**config.mk**
```make
export PLATFORM = sky130hd
export DESIGN_NAME = if_id_queue
export DESIGN_NICKNAME = d
export VERILOG_FILES = /design/src/rtl/if_id_queue.sv
export SDC_FILE = /design/constraint.sdc
export NUM_CORES = 1
export LEC_CHECK = 0
export ABC_CLOCK_PERIOD_IN_PS = 7700
export BUFFER_PORTS_ARGS = -buffer_cell sky130_fd_sc_hd__buf_2
export CORE_MARGIN = 2
export CORE_UTILIZATION = 46
export CTS_CLUSTER_DIAMETER = 80
export DETAILED_ROUTE_END_ITERATION = 10
export PLACE_DENSITY = 0.75
export SLEW_MARGIN = 30
export SYNTH_ARGS = -nofsm -noshare
export SYNTH_HDL_FRONTEND = slang
export SYNTH_SLANG_ARGS = --single-unit
```
**constraint.sdc**
```tcl
create_clock -name clk -period 7.7 [get_ports clk]
set_input_delay 0 -clock clk [delete_from_list [all_inputs] [get_ports clk]]
set_output_delay 0 -clock clk [all_outputs]
set_load 0.05 [all_outputs]
```
**src/rtl/if_id_queue.sv**
```systemverilog
// IF/ID instruction queue: DEPTH-entry FIFO of pc/inst pairs between fetch and decode.
// Optional empty-queue bypass (same-cycle fetch-to-decode) is enabled by defining IF_ID_BYPASS_EN.
module if_id_queue #(
   parameter int unsigned DEPTH    = 4,
   parameter logic [31:0] NOP_INST = 32'h00000013
) (
   input  logic                       clk,
   input  logic                       rst_n,
   input  logic                       in_valid,
   output logic                       in_ready,
   input  logic [31:0]                in_pc,
   input  logic [31:0]                in_inst,
   output logic                       out_valid,
   input  logic                       out_ready,
   output logic [31:0]                out_pc,
   output logic [31:0]                out_inst,
   input  logic                       flush,
   output logic [$clog2(DEPTH):0]     count
);

   localparam int unsigned AW = $clog2(DEPTH);
   localparam logic [AW:0] FullCnt = DEPTH[AW:0];

   logic [AW-1:0] rd_ptr_q, rd_ptr_d;
   logic [AW-1:0] wr_ptr_q, wr_ptr_d;
   logic [AW:0]   count_q, count_d;
   logic [31:0]   pc_mem_q   [DEPTH];
   logic [31:0]   pc_mem_d   [DEPTH];
   logic [31:0]   inst_mem_q [DEPTH];
   logic [31:0]   inst_mem_d [DEPTH];

   logic bypass;
   logic is_empty;
   logic push;
   logic pop_mem;

   assign is_empty = (count_q == '0);

   // Bypass only applies to an empty queue; with the macro undefined it is tied off.
   always_comb begin
      bypass = 1'b0;
`ifdef IF_ID_BYPASS_EN
      bypass = is_empty && in_valid && !flush;
`endif
   end

   always_comb begin
      in_ready  = (count_q != FullCnt);
      out_valid = (!is_empty || bypass) && !flush;
      out_pc    = 32'h0;
      out_inst  = NOP_INST;
      if (bypass) begin
         out_pc   = in_pc;
         out_inst = in_inst;
      end else if (!is_empty) begin
         out_pc   = pc_mem_q[rd_ptr_q];
         out_inst = inst_mem_q[rd_ptr_q];
      end
      count = count_q;
   end

   // A bypassed entry that decode takes immediately is never written.
   assign push    = in_valid && in_ready && !flush && !(bypass && out_ready);
   assign pop_mem = !is_empty && out_ready && !flush;

   always_comb begin
      rd_ptr_d   = rd_ptr_q;
      wr_ptr_d   = wr_ptr_q;
      count_d    = count_q;
      pc_mem_d   = pc_mem_q;
      inst_mem_d = inst_mem_q;
      if (flush) begin
         rd_ptr_d = '0;
         wr_ptr_d = '0;
         count_d  = '0;
      end else begin
         if (push) begin
            pc_mem_d[wr_ptr_q]   = in_pc;
            inst_mem_d[wr_ptr_q] = in_inst;
            wr_ptr_d             = wr_ptr_q + 1'b1;
         end
         if (pop_mem) begin
            rd_ptr_d = rd_ptr_q + 1'b1;
         end
         if (push && !pop_mem) begin
            count_d = count_q + 1'b1;
         end else if (!push && pop_mem) begin
            count_d = count_q - 1'b1;
         end
      end
   end

   always_ff @(posedge clk or negedge rst_n) begin
      if (!rst_n) begin
         rd_ptr_q <= '0;
         wr_ptr_q <= '0;
         count_q  <= '0;
      end else begin
         rd_ptr_q <= rd_ptr_d;
         wr_ptr_q <= wr_ptr_d;
         count_q  <= count_d;
      end
   end

   // Storage carries no reset; validity is tracked by count alone.
   always_ff @(posedge clk) begin
      pc_mem_q   <= pc_mem_d;
      inst_mem_q <= inst_mem_d;
   end

endmodule

```
==> metrics <==
routed length per instance 20.0 um; hold endpoint inst_mem_q[120]; initial antenna violation count 2; Tmin final 3170 ps; Final Hold Fails 0; die area 23,400 um2; flop-to-flop setup slack 5160 ps; Non-Filler Instances 984; commonest non-fill, non-tap cells in the layout edfxtp_1 (256), buf_2 (137), dlygate4sd3_1 (70); Lkg Pwr 4.41 nW; dpl hpwl 11,200 um; first-pass GRT wire length 30,900 um; Yosys top cell area share 0.752; Arr. time, crit path 3170 ps; total congestion overflow 0; MaxCap Viol Count 0; via count 5,170; CTS tree yes; commonest non-fill, non-tap cell in the layout edfxtp_1; FMAX 316 MHz; cell area after synthesis 10,200 um2; crit start category flip-flop; largest net degree at the start of global routing 66; DRC violations left 0; CTS sink count 263; core area 21,800 um2; Chip Width 153 um; Synth async-reset ratio 0.0266; Max clock buf depth 3; vias in the first global route 5,700; Boundary Pins 138; fin. max-slew vios 0; Yosys Warn Count 0; Initial DRT Pass Iterations 4; unrepaired setup endpoints after global routing no; synth unique cells 31; crit share post-route 0.411; Mapped Cells 469; cts bufs inserted 26; HP Class input port to flip-flop; Worst VDD drop 0.309 mV; leading area contributor after synthesis edfxtp_1; Syn Area/Cell 21.8 um2; Clock Tree Root clkbuf_16; FF-to-FF End count[2]; Via density 5.25; Synth area leaders edfxtp_1 (75%), mux4_2 (14%), and2_1 (4.0%), dfrtp_1 (1.7%), buf_2 (0.59%); CP required 7700 ps; WL final 19,600 um; initial DRC count 289; H-Tree Depth 1; Nets 758; PnR worst setup slack 4530 ps; Initial Util 0.468; syn_nets 543; Max Clock Skew 9.90 ps; row cnt 54; Worst R2R Path Depth 7; final setup fails 0; status complete, no violations; Port Buffer Count 137; sequential fraction of the synthesis area 0.769; worst-path fanout max 34; placed cell count 865; DIE HEIGHT 153 um; FF-to-FF Start count[2]; Post-DRT Antenna Nets 0; pre-CTS WS 4990 ps; register bit count reported by yosys 263; Post-Route Setup TNS 0 ps; Power Dens Cells 376 nW/um2; ratio of cells with drive above 1 in the final layout 0.361; crit end category output port; post-cts resize count 0; Rel. slew slack 0.512; gpl congestion 0.737; clk_lat worst skew 510 ps; Reg clk slew, reported paths 60 ps; Area growth, synth to finish 24.8%; GR Util All Layers 0.167; Most used DFF post-synth edfxtp_1; critical path class flip-flop to output port; Post-synth EDFFs 256; hold path cells 2; Hold Path Origin in_inst[24]; slew at the pin closest to its max-slew limit 732 ps
==> stage by stage <==
step                      power [mW]  hold slack [ps]  cell area, um2  utilization
final                           4.80              237           12700        0.584
after global routing            4.99              223           12700        0.584
after CTS                       4.83              209           12700        0.583
after detailed placement        3.63             -151           11200        0.514
after global placement          3.60             -157           11100        0.510
after floorplan                 3.23             -296           10200            -
==> where the power goes <==
group / switching (mW) / internal [mW]
Clock: 0.508 / 0.674
Sequential: 0.100 / 1.66
Combinational: 1.27 / 0.583
Total: 1.88 / 2.92
==> metal layers <==
layer,global-route usage,routed length [um],vias to the layer above
met5,0,13,-
met4,0.0397,406,2
met3,0.0363,1120,37
met2,0.301,10200,162
met1,0.208,7920,2643
li1,-,-,2326
==> cells by family (layout without fill, tap and decap cells) <==
family,after synthesis,after routing,share of synthesized area
fa+ha+maj,5,5,0.00686
compound gates,13,13,0.00967
simple gates,86,86,0.0509
mux,67,67,0.144
flops,263,263,0.769
buf+inv,33,267,0.0173
other cells,0,1,0
xor+xnor,2,2,0.00171
==> sequential cells by signal, summed over array words and instances, names as in the netlist <==
| register | count |
|---|---|
| pc_mem_q | 128 |
| rd_ptr_q | 2 |
| count | 3 |
| wr_ptr_q | 2 |
| inst_mem_q | 128 |
==> worst max path at each step <==
stage                     start             to  slack (ps)  cells after the start
floorplan              count[0]  inst_mem_q[0]        4510                      4
global placement    rd_ptr_q[0]    out_inst[0]        4980                      4
detailed placement  rd_ptr_q[0]    out_inst[4]        4990                      4
CTS                 rd_ptr_q[0]    out_inst[4]        4440                      4
global route        rd_ptr_q[0]    out_inst[4]        4270                      4
finish              rd_ptr_q[0]    out_inst[4]        4530                      4
==> worst max-delay path, stage by stage, from the launching register on <==
cell and delay (ps):
dfrtp_4 870, buf_4 700, mux4_2 590, or2_1 210, buf_2 210
==> area by class of cell <==
class / instances / area, um2
tap: 280 / 350
timing repair buffer: 213 / 1500
multi-input combinational: 173 / 2190
clock inverter: 16 / 114
sequential: 263 / 7870
inverter: 7 / 26.3
clock buffer: 31 / 691
fill: 1588 / 9070
antenna: 1 / 2.50
==> cell usage after synthesis (2+ instances only) <==
| library cell | instances |
|---|---|
| nand3b_1 | 2 |
| xor2_1 | 2 |
| nor2_1 | 8 |
| a21oi_1 | 2 |
| ha_1 | 4 |
| o31ai_1 | 2 |
| buf_6 | 5 |
| inv_1 | 7 |
| nor3_1 | 2 |
| and2_1 | 66 |
| dfrtp_1 | 7 |
| buf_2 | 12 |
| nand3_1 | 2 |
| mux4_2 | 64 |
| edfxtp_1 | 256 |
| mux2i_1 | 2 |
| clkbuf_1 | 9 |
| o21ai_0 | 2 |
| or2_1 | 3 |
==> repair_timing <==
action	in CTS	in global routing
hold endpoints to repair	270	0
hold buffers	70	0
buffers inserted	0	0
Note: power is estimated with default switching activity, not from simulation.
